## src/rtl/servo_pkg.sv

```systemverilog
// Shared constants for the multi-channel servo controller.
// Tick timing, frame defaults, register offsets and prescaler sizing.
package servo_pkg;

  // One position step is 6.35 us, held here in units of 10 ns.
  localparam int STEP_10NS        = 635;
  localparam int MIN_TICKS_DEF    = 91;
  localparam int PERIOD_TICKS_DEF = 3150;
  localparam int FRAME_W          = 12;
  localparam int POS_MAX          = 255;

  localparam int TARGET_OFS = 0;

  function automatic int enable_ofs(int channels);
    return channels;
  endfunction

  function automatic int slew_ofs(int channels);
    return channels + 1;
  endfunction

  function automatic int status_ofs(int channels);
    return channels + 2;
  endfunction

  // Clocks per tick: ceil(6.35e-6 * f_cpu).
  function automatic int tick_div(longint f_cpu);
    longint num;
    num = f_cpu * longint'(STEP_10NS) + 64'd99_999_999;
    return int'(num / 64'd100_000_000);
  endfunction

endpackage

```

## src/rtl/servo_channel.sv

```systemverilog
// One servo output: TARGET/CUR registers, per-frame slew step, pulse compare.
// Ports: frame timing in, shared slew/enable, target write, pin/target/at_target out.
module servo_channel
  import servo_pkg::*;
#(
  parameter int MIN_TICKS = MIN_TICKS_DEF
) (
  input  logic               clk,
  input  logic               rst,
  input  logic               frame_start,
  input  logic [FRAME_W-1:0] frame_count,
  input  logic [7:0]         slew,
  input  logic               enable,
  input  logic               enable_lat,
  input  logic               target_we,
  input  logic [7:0]         target_wdata,
  output logic               pin,
  output logic [7:0]         target,
  output logic               at_target
);

  logic [7:0]        cur;
  logic [7:0]        cur_next;
  logic [7:0]        mag;
  logic [7:0]        step;
  logic signed [8:0] diff;
  logic [FRAME_W-1:0] width;

  // 9-bit signed difference: the step is clamped to |diff|,
  // so CUR lands exactly on TARGET and never wraps.
  always_comb begin
    diff = $signed({1'b0, target}) - $signed({1'b0, cur});
    mag  = diff[8] ? 8'(-diff) : diff[7:0];
    step = (slew < mag) ? slew : mag;
    if (!enable || slew == 8'd0) begin
      cur_next = target;
    end else if (diff[8]) begin
      cur_next = cur - step;
    end else begin
      cur_next = cur + step;
    end
  end

  assign width     = FRAME_W'(MIN_TICKS) + {4'b0, cur};
  assign at_target = (cur == target);

  always_ff @(posedge clk or posedge rst) begin
    if (rst) begin
      target <= '0;
    end else if (target_we) begin
      target <= target_wdata;
    end
  end

  always_ff @(posedge clk or posedge rst) begin
    if (rst) begin
      cur <= '0;
    end else if (frame_start) begin
      cur <= cur_next;
    end
  end

  always_ff @(posedge clk or posedge rst) begin
    if (rst) begin
      pin <= 1'b0;
    end else begin
      pin <= enable_lat && (frame_count < width);
    end
  end

endmodule

```

## src/rtl/servo_multi.sv

```systemverilog
// Multi-channel hobby-servo PWM controller on the 8-bit peripheral bus.
// Ports: clk/rst, din/address/w_en/r_en/dout bus, servo_pins[CHANNELS].
module servo_multi
  import servo_pkg::*;
#(
  parameter int         F_CPU        = 16000000,
  parameter logic [7:0] BASE_ADDRESS = 8'h00,
  parameter int         CHANNELS     = 4,
  parameter int         PERIOD_TICKS = PERIOD_TICKS_DEF,
  parameter int         MIN_TICKS    = MIN_TICKS_DEF
) (
  input  logic                clk,
  input  logic                rst,
  input  logic [7:0]          din,
  input  logic [7:0]          address,
  input  logic                w_en,
  input  logic                r_en,
  output logic [7:0]          dout,
  output logic [CHANNELS-1:0] servo_pins
);

  localparam int TICK_DIV   = tick_div(longint'(F_CPU));
  localparam int ENABLE_OFS = enable_ofs(CHANNELS);
  localparam int SLEW_OFS   = slew_ofs(CHANNELS);
  localparam int STATUS_OFS = status_ofs(CHANNELS);

  if (CHANNELS < 1 || CHANNELS > 8) begin : g_bad_channels
    $error("servo_multi: CHANNELS=%0d outside 1..8", CHANNELS);
  end

  // The longest pulse must end inside the frame and fit 12 bits.
  if (PERIOD_TICKS <= MIN_TICKS + POS_MAX ||
      PERIOD_TICKS > (1 << FRAME_W)) begin : g_bad_period
    $error("servo_multi: PERIOD_TICKS=%0d out of range", PERIOD_TICKS);
  end

  if (TICK_DIV < 1 || TICK_DIV > 65536) begin : g_bad_tick
    $error("servo_multi: TICK_DIV=%0d out of range", TICK_DIV);
  end

  logic [15:0]         presc;
  logic                tick;
  logic [FRAME_W-1:0]  frame_count;
  logic                frame_start;
  logic [7:0]          offset;
  logic [CHANNELS-1:0] enable;
  logic [CHANNELS-1:0] enable_lat;
  logic [CHANNELS-1:0] tgt_we;
  logic [CHANNELS-1:0] at_target;
  logic [7:0]          slew;
  logic [7:0]          targets [CHANNELS];
  logic                en_we;
  logic                slew_we;
  logic [7:0]          en8;
  logic [7:0]          st8;
  logic [7:0]          rdata;

  assign tick        = (presc == 16'(TICK_DIV - 1));
  assign frame_start = tick &&
                       (frame_count == FRAME_W'(PERIOD_TICKS - 1));

  always_ff @(posedge clk or posedge rst) begin
    if (rst) begin
      presc <= '0;
    end else if (tick) begin
      presc <= '0;
    end else begin
      presc <= presc + 16'd1;
    end
  end

  always_ff @(posedge clk or posedge rst) begin
    if (rst) begin
      frame_count <= '0;
    end else if (frame_start) begin
      frame_count <= '0;
    end else if (tick) begin
      frame_count <= frame_count + 1'b1;
    end
  end

  // Addresses below the base wrap to large offsets and decode as unmapped.
  assign offset  = address - BASE_ADDRESS;
  assign en_we   = w_en && (offset == 8'(ENABLE_OFS));
  assign slew_we = w_en && (offset == 8'(SLEW_OFS));

  always_ff @(posedge clk or posedge rst) begin
    if (rst) begin
      enable <= '0;
    end else if (en_we) begin
      enable <= din[CHANNELS-1:0];
    end
  end

  always_ff @(posedge clk or posedge rst) begin
    if (rst) begin
      slew <= '0;
    end else if (slew_we) begin
      slew <= din;
    end
  end

  always_ff @(posedge clk or posedge rst) begin
    if (rst) begin
      enable_lat <= '0;
    end else if (frame_start) begin
      enable_lat <= enable;
    end
  end

  for (genvar i = 0; i < CHANNELS; i++) begin : g_ch
    assign tgt_we[i] = w_en && (offset == 8'(TARGET_OFS + i));

    servo_channel #(
      .MIN_TICKS (MIN_TICKS)
    ) u_ch (
      .clk          (clk),
      .rst          (rst),
      .frame_start  (frame_start),
      .frame_count  (frame_count),
      .slew         (slew),
      .enable       (enable[i]),
      .enable_lat   (enable_lat[i]),
      .target_we    (tgt_we[i]),
      .target_wdata (din),
      .pin          (servo_pins[i]),
      .target       (targets[i]),
      .at_target    (at_target[i])
    );
  end

  always_comb begin
    en8 = '0;
    st8 = '0;
    en8[CHANNELS-1:0] = enable;
    st8[CHANNELS-1:0] = at_target;
    rdata = '0;
    for (int i = 0; i < CHANNELS; i++) begin
      if (offset == 8'(TARGET_OFS + i)) begin
        rdata = targets[i];
      end
    end
    if (offset == 8'(ENABLE_OFS)) begin
      rdata = en8;
    end
    if (offset == 8'(SLEW_OFS)) begin
      rdata = slew;
    end
    if (offset == 8'(STATUS_OFS)) begin
      rdata = st8;
    end
  end

  // Registered read: a same-edge write is not yet visible, so the
  // old value is returned.
  always_ff @(posedge clk or posedge rst) begin
    if (rst) begin
      dout <= '0;
    end else begin
      dout <= r_en ? rdata : 8'd0;
    end
  end

endmodule

```

## config.mk

```make
export PLATFORM = sky130hd
export DESIGN_NAME = servo_multi
export DESIGN_NICKNAME = d
export VERILOG_FILES = /design/src/rtl/servo_pkg.sv /design/src/rtl/servo_channel.sv /design/src/rtl/servo_multi.sv
export SDC_FILE = /design/constraint.sdc
export NUM_CORES = 1
export LEC_CHECK = 0
export ABC_AREA = 1
export BUFFER_PORTS_ARGS = -buffer_cell sky130_fd_sc_hd__buf_2
export CAP_MARGIN = 5
export CORE_ASPECT_RATIO = 0.75
export CORE_MARGIN = 2
export CORE_UTILIZATION = 65
export CTS_CLUSTER_SIZE = 40
export DETAILED_ROUTE_END_ITERATION = 12
export PLACE_DENSITY = 0.83
export SLEW_MARGIN = 10
export SYNTH_ARGS = -nofsm -noshare
export SYNTH_HDL_FRONTEND = slang
export SYNTH_SLANG_ARGS = --single-unit
```

## constraint.sdc

```tcl
create_clock -name clk -period 6.1 [get_ports clk]
set_input_delay 0.61 -clock clk [delete_from_list [all_inputs] [get_ports clk]]
set_output_delay 0.61 -clock clk [all_outputs]
set_load 0.01 [all_outputs]
```

==> run_results.csv <==
group,metric,value,unit
drt,drcViolationCount,0,
die,initial_utilization,66.10,%
worst_setup_path,setup.worst_path.class,"flop to flop",
yosys,syn_inst,1661,
worst_setup_path,timing.rr.end,"g_ch[1].u_ch.cur[7]$_DFFE_PP0P_",
global_routing,grt_use_met2,54.21,%
global_routing,grt_max_degree,76,
place,hpwl,26.17,mm
yosys,synth.top_cell.area_share,25.81,%
timing,hold_viol,0,
clock_tree,insertion_delay,430,ps
die,core,17600,µm²
worst_setup_path,worstPathArrival,5940,ps
cells_and_area,drive_above_1_share,11.09,%
drt,routedWlPerCell,17.93,µm
die,chipWidth,158.5,µm
yosys,yosys_warnings,0,
timing,fmax,177.7,MHz
die,fp.dieH,119.9,µm
timing,skew,11.39,ps
worst_setup_path,crit_buf_inv,5,
global_routing,grtUsageMet3,9.967,%
place,port_buffers,31,
worst_setup_path,path_delay_family,"simple AND/OR/NAND/NOR gates",
yosys,synth_edf_count,0,
power_and_ir_drop,power_leakage,6.827,nW
yosys,synth_cell_type_count,55,
yosys,yosys.area.top_type,"dfrtp_1",
worst_setup_path,end_kind,"flop",
yosys,synth_flop_cell,"dfrtp_1",
die,num_rows,42,
global_routing,gr-usage-met1,55.92,%
power_and_ir_drop,power_switching,1.806,mW
power_and_ir_drop,switching_share,45.17,%
yosys,async_flop_share,100.0,%
yosys,syn_area,11640,µm²
worst_setup_path,r2r-start,"g_ch[1].u_ch.cur[3]$_DFFE_PP0P_",
flow_run,cap_violations,0,
global_routing,grt_pass1_wl,54.67,mm
global_routing,antenna_found_initial,0,
worst_setup_path,cp.required,6410,ps
clock_tree,tritoncts,"yes",
worst_setup_path,slowest_delay,390,ps
timing,setup_viol,0,
timing,fin_crit_sh,92.27,%
cells_and_area,nFillCells,1411,
global_routing,grt_util_all_layers,37.74,%
power_and_ir_drop,power.internal,2.192,mW
yosys,ys_seq_area_share,25.81,%
worst_setup_path,reg2reg_slack,470,ps
timing,slew_violations,0,
timing,min_period,5628,ps
drt,viasPerCell,5.891,
drt,routed_wl,35.24,mm
drt,first_pass_iters,6,
worst_setup_path,cp_common_cell,"nand2_1",
die,die_area,19000,µm²
worst_setup_path,critPathLaunchType,"flop",
cells_and_area,num_antenna_cells,0,
clock_tree,ctsHoldBuffers,0,
power_and_ir_drop,powerDensity,311.5,nW/µm²
die,io_pins,32,
global_routing,grt_pass1_vias,10280,
power_and_ir_drop,pwr-share-seq,21.0,%
drt,postRouteAntennaNets,0,
hold_path,hp-class,"input pin to async pin",
place,dpl_cell_area,12030,µm²
clock_tree,clock-sinks,120,
yosys,ys_top_cells_by_area,"dfrtp_1 26%, ha_1 13%, nand2_1 11%, inv_1 8.9%, o21ai_0 6.3%",
clock_tree,clock-root-buffer,"clkbuf_16",
clock_tree,clk_pin_slew,60,ps
yosys,synth_nets,1813,
clock_tree,clk_path_buf_depth,2,
drt,dr.first_iter.drc_count,1483,
timing,tightest_slew,1232,ps
cells_and_area,fin_nets,1862,
place,gp_congestion,0.9853,
clock_tree,h-tree-depth,4,
global_routing,grt-ovfl-total,0,
drt,via_count,11580,
cells_and_area,synthToLayoutAreaGrowth,10.31,%
timing,worst_hold_slack,240.1,ps
power_and_ir_drop,clkPwrFrac,26.6,%
status,status,"finished clean",
worst_setup_path,critPathSlowestCell,"dfrtp_1",
clock_tree,cts_buffers,17,
timing,relSlewSlack,17.12,%
yosys,synth-seq-cells,120,
cells_and_area,stdcell_area,12840,µm²
yosys,avgSynthCellArea,7.006,µm²
power_and_ir_drop,ir_drop,0.0001795,V
power_and_ir_drop,combPwrFrac,52.4,%
global_routing,grt-busiest-layer,"met1",
worst_setup_path,reg2reg_depth,40,
worst_setup_path,critPathMaxFanout,9,
## placed cells by master (no fill, tap or decap), types with 6 or more instances in the layout
cell type / n
inv_1: 272
o22ai_1: 9
nor4_1: 11
buf_2: 31
nand3b_1: 13
nand4_1: 14
a21oi_2: 7
a21oi_1: 101
a22oi_1: 11
o21ai_0: 144
nand3_1: 98
dfrtp_1: 119
inv_6: 8
o31ai_1: 10
o21ai_2: 6
inv_2: 9
ha_1: 123
nand2_1: 356
buf_4: 26
xnor2_1: 22
xor2_1: 50
fa_1: 8
nor3_1: 20
o211ai_1: 8
nand2_2: 31
clkbuf_16: 17
nor2_1: 110
## worst register-to-register path: cells and delay by family (launching register included)
family / cells / cell delay (ps)
xor gates and xnor gates: 2 / 320
buffers and inverters: 5 / 340
AOI/OAI and AO/OA: 9 / 1460
and+or+nand+nor: 21 / 2080
DFF: 1 / 390
adders and majority gates: 3 / 940
## what timing repair did
item	4_1_cts	5_1_grt
resized for setup	0	26
hold endpoints to repair	0	0
endpoints found under the setup margin	0	4
setup buffers	0	11
## layout make-up
class	instances	area (µm²)	share of cell area (%)
tap	242	302.8	2.359
sequential	120	3004	23.40
clock inverter	15	182.7	1.423
inverter	289	1097	8.549
multi-input combinational	1225	7473	58.22
clock buffer	17	425.4	3.314
timing repair buffer	57	350.3	2.729
## cells by family after synthesis
family / Yosys count / share of synthesized area (%)
AO/OA/AOI/OAI: 329 / 16.14
XOR/XNOR: 77 / 5.796
adder cells (fa/ha/maj): 132 / 14.71
buffers and inverters: 316 / 10.87
flip-flops: 120 / 25.81
AND/OR/NAND/NOR: 687 / 26.68
## metrics by stage
| stage | power, mW | utilization (%) | TNS (ps) | cells | setup WS, ps |
|---|---|---|---|---|---|
| 6_report | 3.998 | 72.91 | 0 | 1965 | 471.8 |
| 5_1_grt | 4.294 | 72.91 | -19.84 | 1965 | -19.84 |
| 4_1_cts | 3.871 | 71.80 | 0 | 1954 | 126.5 |
| 3_5_place_dp | 2.805 | 68.34 | 0 | 1922 | 169.0 |
| 3_3_place_gp | 2.751 | 68.34 | 0 | 1922 | 346.4 |
| 2_1_floorplan | 2.469 | - | 0 | 1661 | 870.6 |
## power groups by stage
stage | clock, mW | combinational (mW) | sequential [mW]
2_1_floorplan | 0 | 1.63 | 0.836
3_3_place_gp | 0 | 1.90 | 0.851
3_5_place_dp | 0 | 1.95 | 0.851
4_1_cts | 1.06 | 1.98 | 0.837
5_1_grt | 1.10 | 2.36 | 0.839
6_report | 1.06 | 2.10 | 0.839
## synthesized netlist by cell type (21+ instances only)
cell     instances
ha_1           124
nand3_1         98
xor2_1          55
nand2_2         34
o21ai_0        146
nand2_1        356
a21oi_1        103
nor3_1          21
xnor2_1         22
nor2_1         111
dfrtp_1        120
inv_1          275
## state kept, by name, summed over array words and instances, names as in the netlist
signal            count
g_ch.u_ch.target     32
enable_lat            4
slew                  8
dout                  8
g_ch.u_ch.pin         4
g_ch.u_ch.cur        32
frame_count          12
enable                4
presc                16
## per-layer routing
layer | share of wire (%) | vias up
met3 | 13 | 79
li1 | - | 5545
met5 | 0 | -
met1 | 43 | 5277
met2 | 42 | 674
met4 | 2.7 | 0
## worst max-delay path by stage
stage	start	end	slack, ps	cells past startpoint
2_1_floorplan	g_ch[3].u_ch.cur[0]$_DFFE_PP0P_	g_ch[3].u_ch.cur[7]$_DFFE_PP0P_	870	43
3_3_place_gp	g_ch[1].u_ch.cur[3]$_DFFE_PP0P_	g_ch[1].u_ch.cur[7]$_DFFE_PP0P_	350	40
3_5_place_dp	g_ch[1].u_ch.cur[3]$_DFFE_PP0P_	g_ch[1].u_ch.cur[7]$_DFFE_PP0P_	170	40
4_1_cts	g_ch[1].u_ch.cur[3]$_DFFE_PP0P_	g_ch[1].u_ch.cur[7]$_DFFE_PP0P_	130	40
5_1_grt	g_ch[1].u_ch.cur[0]$_DFFE_PP0P_	g_ch[1].u_ch.cur[7]$_DFFE_PP0P_	-20	41
6_report	g_ch[1].u_ch.cur[3]$_DFFE_PP0P_	g_ch[1].u_ch.cur[7]$_DFFE_PP0P_	470	40
Power figures use the tool's default switching activity.
